--- src/rtl/des_dec_key_scheduler_if.sv ---
// rtl/des_dec_key_scheduler_if.sv - handshake bundle between the DES decrypt key scheduler and its user
//
// Groups the key-load request, the round-key stream and the status flags.
//   master : drives start_strobe_din, key_din, round_key_ready_din; observes the rest
//   slave  : the key scheduler itself
interface des_dec_key_scheduler_if;
  logic        start_strobe_din;
  logic [0:63] key_din;
  logic        round_key_ready_din;
  logic [0:47] round_key_dout;
  logic        round_key_valid_dout;
  logic [3:0]  round_number_dout;
  logic        busy_dout;
  logic        done_strobe_dout;

  modport master (
    output start_strobe_din, key_din, round_key_ready_din,
    input  round_key_dout, round_key_valid_dout, round_number_dout, busy_dout, done_strobe_dout
  );

  modport slave (
    input  start_strobe_din, key_din, round_key_ready_din,
    output round_key_dout, round_key_valid_dout, round_number_dout, busy_dout, done_strobe_dout
  );
endinterface

--- src/rtl/des_dec_key_scheduler.sv ---
// rtl/des_dec_key_scheduler.sv - DES decryption round-key generator, K16 down to K1
//
// Loads a 64-bit key, then streams the 16 subkeys in reverse order, one per
// valid/ready handshake, by rotating the C/D halves right.
//   clk   : rising-edge clock
//   reset : synchronous, active-high
//   kif   : slave side of des_dec_key_scheduler_if
//     start_strobe_din / key_din     : key load request (ignored while busy)
//     round_key_ready_din            : consumer accepts the current subkey
//     round_key_dout / round_number_dout / round_key_valid_dout : subkey stream
//     busy_dout / done_strobe_dout   : sequence in progress / one-cycle completion pulse
module des_dec_key_scheduler (
  input  logic                          clk,
  input  logic                          reset,
  des_dec_key_scheduler_if.slave        kif
);

  typedef enum logic {IDLE, EMIT} state_t;

  // FIPS 46-3 PC-1 and PC-2, 1-based source bit positions.
  localparam logic [6:0] pc1_tab [0:55] = '{
    57, 49, 41, 33, 25, 17,  9,
     1, 58, 50, 42, 34, 26, 18,
    10,  2, 59, 51, 43, 35, 27,
    19, 11,  3, 60, 52, 44, 36,
    63, 55, 47, 39, 31, 23, 15,
     7, 62, 54, 46, 38, 30, 22,
    14,  6, 61, 53, 45, 37, 29,
    21, 13,  5, 28, 20, 12,  4
  };

  localparam logic [6:0] pc2_tab [0:47] = '{
    14, 17, 11, 24,  1,  5,
     3, 28, 15,  6, 21, 10,
    23, 19, 12,  4, 26,  8,
    16,  7, 27, 20, 13,  2,
    41, 52, 31, 37, 47, 55,
    30, 40, 51, 45, 33, 48,
    44, 49, 39, 56, 34, 53,
    46, 42, 50, 36, 29, 32
  };

  state_t      state;
  logic [0:27] c_reg;
  logic [0:27] d_reg;
  logic [3:0]  counter;
  logic        done;

  logic [0:55] pc1_out;
  logic [0:55] cd;
  logic [0:47] pc2_out;
  logic        single_shift;
  logic        unused_parity;

  always_comb begin
    pc1_out = '0;
    for (int i = 0; i < 56; i++) begin
      pc1_out[i] = kif.key_din[6'(pc1_tab[i] - 7'd1)];
    end
  end

  assign cd = {c_reg, d_reg};

  always_comb begin
    pc2_out = '0;
    for (int i = 0; i < 48; i++) begin
      pc2_out[i] = cd[6'(pc2_tab[i] - 7'd1)];
    end
  end

  // Parity bits never reach PC-1.
  assign unused_parity = ^{kif.key_din[7], kif.key_din[15], kif.key_din[23], kif.key_din[31],
                           kif.key_din[39], kif.key_din[47], kif.key_din[55], kif.key_din[63]};

  // Undo the encryption shift of round counter+1; rounds 1, 2, 9, 16 shift by one.
  assign single_shift = (counter == 4'd15) || (counter == 4'd8) || (counter == 4'd1);

  always_ff @(posedge clk) begin
    if (reset) begin
      state   <= IDLE;
      c_reg   <= '0;
      d_reg   <= '0;
      counter <= '0;
      done    <= 1'b0;
    end else begin
      done <= 1'b0;
      case (state)
        IDLE: begin
          // C16,D16 equal C0,D0 (total shift 28), so K16 comes straight from PC-1.
          if (kif.start_strobe_din) begin
            c_reg   <= pc1_out[0:27];
            d_reg   <= pc1_out[28:55];
            counter <= 4'd15;
            state   <= EMIT;
          end
        end
        EMIT: begin
          if (kif.round_key_ready_din) begin
            if (counter == 4'd0) begin
              state <= IDLE;
              done  <= 1'b1;
            end else begin
              if (single_shift) begin
                c_reg <= {c_reg[27], c_reg[0:26]};
                d_reg <= {d_reg[27], d_reg[0:26]};
              end else begin
                c_reg <= {c_reg[26:27], c_reg[0:25]};
                d_reg <= {d_reg[26:27], d_reg[0:25]};
              end
              counter <= counter - 4'd1;
            end
          end
        end
        default: state <= IDLE;
      endcase
    end
  end

  assign kif.round_key_dout       = pc2_out;
  assign kif.round_key_valid_dout = (state == EMIT);
  assign kif.busy_dout            = (state == EMIT);
  assign kif.round_number_dout    = counter;
  assign kif.done_strobe_dout     = done;

endmodule

--- src/flat_wrapper.sv ---
// flat-port wrapper written by rule: the top's interface ports become plain ports
module des_dec_key_scheduler_flat 
  (clk, reset, kif_start_strobe_din, kif_key_din, kif_round_key_ready_din, kif_round_key_dout, kif_round_key_valid_dout, kif_round_number_dout, kif_busy_dout, kif_done_strobe_dout);
  des_dec_key_scheduler_if kif_i ();
  input  logic clk;
  input  logic reset;
  input wire logic [$bits(kif_i.start_strobe_din)-1:0] kif_start_strobe_din;
  input wire logic [$bits(kif_i.key_din)-1:0] kif_key_din;
  input wire logic [$bits(kif_i.round_key_ready_din)-1:0] kif_round_key_ready_din;
  output wire logic [$bits(kif_i.round_key_dout)-1:0] kif_round_key_dout;
  output wire logic [$bits(kif_i.round_key_valid_dout)-1:0] kif_round_key_valid_dout;
  output wire logic [$bits(kif_i.round_number_dout)-1:0] kif_round_number_dout;
  output wire logic [$bits(kif_i.busy_dout)-1:0] kif_busy_dout;
  output wire logic [$bits(kif_i.done_strobe_dout)-1:0] kif_done_strobe_dout;
  assign kif_i.start_strobe_din = kif_start_strobe_din;
  assign kif_i.key_din = kif_key_din;
  assign kif_i.round_key_ready_din = kif_round_key_ready_din;
  assign kif_round_key_dout = kif_i.round_key_dout;
  assign kif_round_key_valid_dout = kif_i.round_key_valid_dout;
  assign kif_round_number_dout = kif_i.round_number_dout;
  assign kif_busy_dout = kif_i.busy_dout;
  assign kif_done_strobe_dout = kif_i.done_strobe_dout;
  des_dec_key_scheduler u_core (.clk(clk), .reset(reset), .kif(kif_i));
endmodule
--- config.mk ---
export PLATFORM = sky130hd
export DESIGN_NAME = des_dec_key_scheduler_flat
export DESIGN_NICKNAME = d
export VERILOG_FILES = /design/src/rtl/des_dec_key_scheduler_if.sv /design/src/rtl/des_dec_key_scheduler.sv /design/src/flat_wrapper.sv
export SDC_FILE = /design/constraint.sdc
export NUM_CORES = 1
export LEC_CHECK = 0
export BUFFER_PORTS_ARGS = -buffer_cell sky130_fd_sc_hd__buf_2
export CORE_ASPECT_RATIO = 1.5
export CORE_MARGIN = 2
export CORE_UTILIZATION = 30
export DETAILED_ROUTE_END_ITERATION = 10
export PLACE_DENSITY = 0.54
export SYNTH_ARGS = -nofsm -noshare
export SYNTH_HDL_FRONTEND = slang
export SYNTH_SLANG_ARGS = --single-unit
--- constraint.sdc ---
create_clock -name clk -period 2.3 [get_ports clk]
set_clock_uncertainty 0.2 [all_clocks]
set_input_delay 0.575 -clock clk [delete_from_list [all_inputs] [get_ports clk]]
set_output_delay 0.575 -clock clk [all_outputs]
set_load 0.01 [all_outputs]
### Word-level counts from Yosys, hierarchy flattened

Index checks and enable logic that the tools add are counted.

* flip-flop bits (word level): 62
* bits of input ports: 68
* output and inout bits: 55
* word-level logic and storage cells: 38

* add/sub/neg operators: 1
* eq/ne operators: 6
* muxes and demuxes: 19
* bitwise operators: 2
* reductions and logical operators: 5

Operators by type and width (count)
* two-way mux 28 bit: 8
* case mux 28 bit (2 select lines): 2
* two-way mux 4 bit: 3
* == test 4 bit, second input constant: 2
* case mux 4 bit (2 select lines): 1
* != test 2 bit, second input constant: 3
* == test 4 x 1 -> 1 bit, second input constant: 1
* logical NOT 4 bit: 1
* two-way mux 1 bit: 4
* subtractor 4 x 1 -> 4 bit, second input constant: 1
* AND reduction 3 bit: 1
* OR reduction 3 bit: 1
* logical OR 1 bit: 2
* inverter 1 bit: 2
* case mux 1 bit (2 select lines): 1

### Depth between registers and ports, before layout

Gate-level depths: netlist (run 1).

* depth after elaboration: 7
* gate-level depth with buffers: 8
* depth with buffers taken out: 6

### Least setup slack after synthesis (run 1)

OpenSTA, ideal clock, no wires.

* path kind: register to register
* start: register u_core.counter[0], in the netlist u_core.kif.round_number_dout[0]
* end: register u_core.d_reg[10] in the netlist's numbering
* library setup time: 0.074 ns
* arrival: 1.743 ns
* required time: 2.026 ns
* slack: 0.282 ns
* stages on the path, launching flop included: 9
* path buffers: 2
* period minus slack after synthesis: 2.018 ns
* path through: dfxtp_1 > inv_1 > ha_1 > or3b_4 > a311oi_2 > buf_4 > buf_6 > a22oi_1 > o21ai_0

* word-level cells in the longest chain between the ends: 7
* elaborated cells on any way between the ends: 12
* classes of those cells: 4 x eq/ne; 4 x mux; 4 x reduce/logical

Ends and longest elaborated chain
* from (decl): line des_dec_key_scheduler.sv:46 `logic [3:0] counter;`
* from (signal assigned): line des_dec_key_scheduler.sv:110 `counter <= counter - 4'd1;`
* == test 4 bit: line des_dec_key_scheduler.sv:76 `assign single_shift = (counter == 4'd15) || (counter == 4'd8) || (counter == 4'd1);`
* logical OR 1 bit (2 in a row): line des_dec_key_scheduler.sv:76
* two-way mux 28 bit: line des_dec_key_scheduler.sv:103 `if (single_shift) begin`
* two-way mux 28 bit: line des_dec_key_scheduler.sv:99 `if (counter == 4'd0) begin`
* two-way mux 28 bit: line des_dec_key_scheduler.sv:98 `if (kif.round_key_ready_din) begin`
* case mux 28 bit (2 select lines): line des_dec_key_scheduler.sv:87 `case (state)`
* to (signal assigned): line des_dec_key_scheduler.sv:92 `d_reg <= pc1_out[28:55];`
* to (signal assigned): line des_dec_key_scheduler.sv:105 `d_reg <= {d_reg[27], d_reg[0:26]};`
* to (signal assigned): line des_dec_key_scheduler.sv:108 `d_reg <= {d_reg[26:27], d_reg[0:25]};`
* to (decl): line des_dec_key_scheduler.sv:45 `logic [0:27] d_reg;`

Parallel ways exist; a longest one is shown, timed or not. The select of a mux whose other input is x is not followed.
A chain may end at the register's enable or synchronous reset.

### Worst setup path after layout (run 1)

* start: register u_core.counter[1], in the netlist u_core.kif.round_number_dout[1]
* end: register u_core.c_reg[16] in the netlist's numbering

* word-level cells in the longest chain between the ends: 7
* elaborated cells on any way between the ends: 12
* classes of those cells: 4 x eq/ne; 4 x mux; 4 x reduce/logical

Ends and longest elaborated chain
* == test 4 bit: line des_dec_key_scheduler.sv:76
* logical OR 1 bit (2 in a row): line des_dec_key_scheduler.sv:76
* two-way mux 28 bit: line des_dec_key_scheduler.sv:103
* two-way mux 28 bit: line des_dec_key_scheduler.sv:99
* two-way mux 28 bit: line des_dec_key_scheduler.sv:98
* case mux 28 bit (2 select lines): line des_dec_key_scheduler.sv:87
* to (signal assigned): line des_dec_key_scheduler.sv:91 `c_reg <= pc1_out[0:27];`
* to (signal assigned): line des_dec_key_scheduler.sv:104 `c_reg <= {c_reg[27], c_reg[0:26]};`
* to (signal assigned): line des_dec_key_scheduler.sv:107 `c_reg <= {c_reg[26:27], c_reg[0:25]};`
* to (decl): line des_dec_key_scheduler.sv:44 `logic [0:27] c_reg;`

Parallel ways exist; a longest one is shown, timed or not. The select of a mux whose other input is x is not followed.

==> results of run 1 <==
==> worst max path at each step <==
stage                                                             from                       endpoint  slack, ps  cells past startpoint
after floorplan           u_core.kif.round_number_dout[0]$_SDFFE_PP0P_  u_core.d_reg[10]$_SDFFE_PP0P_        280                      8
after global placement                            kif_start_strobe_din   u_core.d_reg[8]$_SDFFE_PP0P_       -110                      6
after detailed placement                          kif_start_strobe_din   u_core.d_reg[4]$_SDFFE_PP0P_       -140                      6
after CTS                 u_core.kif.round_number_dout[1]$_SDFFE_PP0P_   u_core.c_reg[0]$_SDFFE_PP0P_         60                      7
after global routing      u_core.kif.round_number_dout[1]$_SDFFE_PP0P_  u_core.c_reg[10]$_SDFFE_PP0P_         -5                      8
final                     u_core.kif.round_number_dout[1]$_SDFFE_PP0P_  u_core.c_reg[16]$_SDFFE_PP0P_        140                      8
==> layout by cell type, fill, tap and decap left out, drive strengths merged <==
master | synthesis | layout
nor2 | 3 | 3
a211oi | 2 | 2
a311oi | 2 | 2
o22ai | 1 | 1
xnor2 | 1 | 1
bufinv | 0 | 2
a21oi | 3 | 3
inv | 2 | 2
nor3 | 3 | 3
dfxtp | 62 | 62
or3b | 1 | 1
clkbuf | 13 | 14
mux2 | 1 | 1
buf | 61 | 127
nor2b | 2 | 2
nand2 | 3 | 3
a22oi | 56 | 56
nand3 | 1 | 1
mux2i | 57 | 57
nand2b | 1 | 1
o21ai | 56 | 56
ha | 3 | 3
nor3b | 1 | 1
clkinv | 0 | 1
==> tightest hold or removal path, stage by stage <==
cell     delay, ps
buf_2           70
a22oi_1         60
o21ai_0         60
==> kinds of logic after synthesis <==
| kind of cell | after synthesis | share of synthesized area |
|---|---|---|
| flip-flops | 62 | 0.385 |
| AND/OR/NAND/NOR | 15 | 0.0248 |
| buffers and inverters | 76 | 0.159 |
| AO/OA/AOI/OAI | 120 | 0.236 |
| adder cells (fa/ha/maj) | 3 | 0.0116 |
| XOR/XNOR | 1 | 0.00272 |
| multiplexers | 58 | 0.180 |
==> power by group <==
group	switching (mW)	internal [mW]	total (mW)
Clock	0.460	1.04	1.50
Sequential	0.0863	1.16	1.25
Combinational	0.309	0.303	0.613
==> repair_timing <==
action / 4_1_cts / 5_1_grt
endpoints found under the setup margin: 0 / 44
hold buffers: 0 / 0
setup buffers: 0 / 1
==> final cells by class <==
cell class / instances / area, um^2
Inverter: 2 / 7.51
Fill cell: 1093 / 6530
Tap cell: 144 / 180
Timing Repair Buffer: 128 / 743
Sequential cell: 62 / 1240
Clock buffer: 13 / 270
Clock inverter: 3 / 65.1
Multi-Input combinational cell: 197 / 1490
==> per-layer routing <==
layer  vias to the layer above  track usage  share of wire
met5                         -            0              0
met4                         0       0.0660          0.017
met3                         8       0.0333          0.049
met2                        73        0.236           0.49
met1                      1329        0.167           0.44
li1                       1332            -              -
==> impl_metrics.toml, run 1 <==
[outcome]
status = "completed"

[hold_path]
worstHoldPathCells = 3
hold_end = "u_core.c_reg[18]$_SDFFE_PP0P_"
hp-class = "input port to register"
min_from = "kif_key_din[21]"

[cells_and_area]
nNetsFinal = 471
stdcell_area_um2 = 4000
layout-drive-gt1-share = 0.365
fin_util = 0.380
areaGrowthSynthToFinish_pct = 24.1
fin_cells = 549
diodes = 0

[placed_design]
place_inst = 531
place_congestion = 0.768
postPlaceCellArea_um2 = 3630
place_hpwl_um = 5370
port_buffers = 114
pre_cts_slack_ps = -136

[timing]
setup_ws_ps = 140
setup_viol = 0
hold_viol = 0
holdWs_ps = 287
tightest_slew_ps = 1130
maxSlewViolCount = 0
final.period_utilization = 0.939
setup_tns_ps = 0
min_period_ps = 2160
slew_headroom = 0.248
max_freq_mhz = 463

[clock_tree]
tritoncts = "done"
cts.sinks = 62
clk_pin_slew_ps = 50
cts-htree-levels = 3
clockRootBuffer = "clkbuf_16"
ctsResizeCount = 0
cts_buffer_depth = 2
cts_inserted_buffers = 9
worstSkewPairLatency_ps = 320

[die]
die_height_um = 131
die_w_um = 88.6
start_util = 0.306
core_um2 = 10500
row_count = 46
io_pins = 123
dieArea_um2 = 11600

[grt]
overflow = 0
grt_pass1_wl_um = 12800
grt_max_degree = 57
grt_pass1_vias = 2603
grtUsageTotal = 0.140
antenna_found_initial = 0

[yosys]
synth_top_cell_area_share = 0.385
synth_area_leaders = "dfxtp_1 (38%), mux2i_1 (18%), a22oi_1 (13%)"
synth_area_um2 = 3220
synth_flop_cell = "dfxtp_1"
syn_nets = 406
synthCells = 335
synthMostInstantiatedCell = "dfxtp_1"
syn_area_per_cell_um2 = 9.62
ys_ff_latch = 62
yosysSeqAreaShare = 0.385
async_flop_share = 0
synth-edff-count = 0
yosysTopAreaCell = "dfxtp_1"
synth_common_cells = "dfxtp_1 (62), mux2i_1 (57), a22oi_1 (56), buf_4 (51), o21ai_0 (47)"
synthDistinctLibCells = 26
yosys_warnings = 0

[route]
drc = 0
vias = 2742
firstDrtPassIters = 6
vias_per_cell = 4.99
drt.antenna.violating_nets = 0
drtIter0Drc = 85
wl_per_cell_um = 14.8
routed_wl_um = 8130

[setup_path]
slowest_delay_ps = 440
start_kind = "register"
crit_fanout = 22
worst_setup_path_end_kind = "register"
r2r_start = "u_core.kif.round_number_dout[1]$_SDFFE_PP0P_"
path_buf_inv = 3
crit_slowest_cell = "or3b_4"
rr_worst_depth = 8
r2r_slack_ps = 140
crit_family = "buffers and inverters"
cp_cell_sequence = "inv_1 > ha_1 > or3b_4 > a311oi_4 > buf_4 > clkbuf_16 > a22oi_1 > o21ai_0"
criticalPathCategory = "register to register"
r2r-end = "u_core.c_reg[16]$_SDFFE_PP0P_"
cp.arrival_ps = 2210
required_ps = 2350

[power_and_ir_drop]
power_density_nw_per_um2 = 838
p_total_mw = 3.35
max-vdd-ir-drop_uv = 352
cellLeakagePower_nw = 1.93

[run]
cap_violations = 0
(Power assumes the default switching activity.)
==> inputs of run 2 (changes only) <==
==> constraint.sdc (replaced) <==
create_clock -name clk -period 2 [get_ports clk]
set_clock_uncertainty 0.2 [all_clocks]
set_input_delay 0.5 -clock clk [delete_from_list [all_inputs] [get_ports clk]]
set_output_delay 0.5 -clock clk [all_outputs]
set_load 0.01 [all_outputs]
==> impl_metrics.toml, run 2 (same netlist as run 1, synthesis figures left out) <==
[outcome]
status = "finished with violations"
violations = "setup timing"

[route]
vias = 2722
drtIter0Drc = 85
routed_wl_um = 8830
drc = 0
wl_per_cell_um = 15.8
drt.antenna.violating_nets = 0
firstDrtPassIters = 4
vias_per_cell = 4.86

[grt]
grtUsageTotal = 0.152
grt_pass1_vias = 2678
grt_max_degree = 36
overflow = 0
antenna_found_initial = 0
grt_pass1_wl_um = 13600

[power_and_ir_drop]
power.share.switching = 0.272
power_density_nw_per_um2 = 901
p_clk_frac = 0.406
intPower_mw = 2.81
switchingPower_mw = 1.05
cellLeakagePower_nw = 2.01
comb_power_share = 0.221
max-vdd-ir-drop_uv = 391
pwr-share-seq = 0.373

[timing]
slew_headroom = 0.691
setup_viol = 4
maxSlewViolCount = 0
setup_tns_ps = -30.8
tightest_slew_ps = 464
min_period_ps = 2020
final.period_utilization = 1.01
setup_ws_ps = -19.8
max_freq_mhz = 495
rsz0062_at_grt = "yes"
hold_viol = 0

[placed_design]
port_buffers = 114
place_hpwl_um = 5780
place_congestion = 0.817
postPlaceCellArea_um2 = 3700

[setup_path]
setup.worst_path.start = "u_core.kif.round_number_dout[0]$_SDFFE_PP0P_"
r2r_slack_ps = -20
required_ps = 2060
rr_worst_depth = 8
cp.arrival_ps = 2080
r2r-end = "u_core.c_reg[26]$_SDFFE_PP0P_"
crit_fanout = 6
endpoint = "u_core.c_reg[26]$_SDFFE_PP0P_"
r2r_start = "u_core.kif.round_number_dout[0]$_SDFFE_PP0P_"
worst_setup_path_end_kind = "register"
criticalPathCategory = "register to register"
start_kind = "register"

[clock_tree]
clockRootBuffer = "clkbuf_16"
clk_pin_slew_ps = 50
cts_hold_buffers = 0
cts-htree-levels = 3
worstSkewPairLatency_ps = 320
tritoncts = "done"
cts_inserted_buffers = 9
cts_buffer_depth = 2
cts.sinks = 62

[die]
die_height_um = 131
dieArea_um2 = 11600
io_pins = 123
row_count = 46
start_util = 0.306
core_um2 = 10500
die_w_um = 88.6

[hold_path]
hp-class = "input port to register"
min_from = "kif_key_din[51]"

[cells_and_area]
stdcell_area_um2 = 4270
areaGrowthSynthToFinish_pct = 32.5
mostFrequentLayoutCell = "buf_2"
final_cell_mix = "buf_2 (114), dfxtp_1 (60), mux2i_1 (57)"
nNetsFinal = 482
diodes = 0
layout-drive-gt1-share = 0.445

[run]
cap_violations = 0
==> run 2: cell count changes in the layout (fill, tap and decap cells not counted), moves of 2 or more <==
cell	delta
dfxtp_1	-2
a22oi_2	+20
o21ai_0	-34
buf_12	+5
buf_4	+3
o21ai_1	+34
inv_1	-2
inv_2	+2
a22oi_1	-20
clkinv_2	+2
dfxtp_2	+2
==> run 2: power groups by stage <==
stage,combinational [mW],sequential (mW),clock (mW)
floorplan,0.542,1.44,0
global placement,0.743,1.45,0
detailed placement,0.752,1.46,0
CTS,0.844,1.43,1.62
global route,0.931,1.45,1.65
finish,0.853,1.44,1.56
==> run 2: stage by stage <==
| step | hold WS [ps] | total power [mW] | worst slack (ps) | std cells | util |
|---|---|---|---|---|---|
| after floorplan | 269 | 1.98 | 5.52 | 335 | - |
| after global placement | 296 | 2.20 | -63.3 | 535 | 0.352 |
| after detailed placement | 305 | 2.21 | -87.1 | 535 | 0.352 |
| after CTS | 199 | 3.89 | -81.3 | 560 | 0.399 |
| after global routing | 221 | 4.03 | -80.6 | 560 | 0.406 |
| final | 213 | 3.85 | -19.8 | 560 | 0.406 |
==> run 2: what timing repair did <==
item	CTS	global route
resized for setup	28	36
pin swaps	2	5
setup endpoints to repair	57	57
setup buffers	6	0
gates cloned	3	2
==> run 2: worst max-delay path, cell delays in order, from the launching register on <==
cell and delay, ps:
dfxtp_2 320, inv_2 60, ha_4 130, or3b_4 390
a311oi_4 300, buf_6 230, clkbuf_16 180, a22oi_1 70
o21ai_1 90
==> run 2: worst min-delay path by stage <==
stage | depth (start not counted) | end | slack [ps]
after CTS | 3 | u_core.d_reg[0]$_SDFFE_PP0P_ | 200
after global routing | 3 | u_core.c_reg[6]$_SDFFE_PP0P_ | 220
final | 3 | u_core.d_reg[22]$_SDFFE_PP0P_ | 210
after global placement | 2 | u_core.d_reg[14]$_SDFFE_PP0P_ | 300
after detailed placement | 2 | u_core.c_reg[8]$_SDFFE_PP0P_ | 310
after floorplan | 2 | u_core.c_reg[17]$_SDFFE_PP0P_ | 270
==> run 2: cell type report <==
class,instances,area (um^2)
multi-input cells,197,1610
well taps,144,180
clock buffers,12,256
clock inverters,4,45.0
inverters,2,7.51
fillers,1068,6260
repair buffers,139,930
flip-flops and latches,62,1240
==> run 2: layer usage <==
layer | track usage | up-vias | share of wire
met5 | 0 | - | 0
met4 | 0.0713 | 0 | 0.021
met3 | 0.0251 | 13 | 0.042
met2 | 0.260 | 77 | 0.52
met1 | 0.184 | 1287 | 0.41
li1 | - | 1345 | -
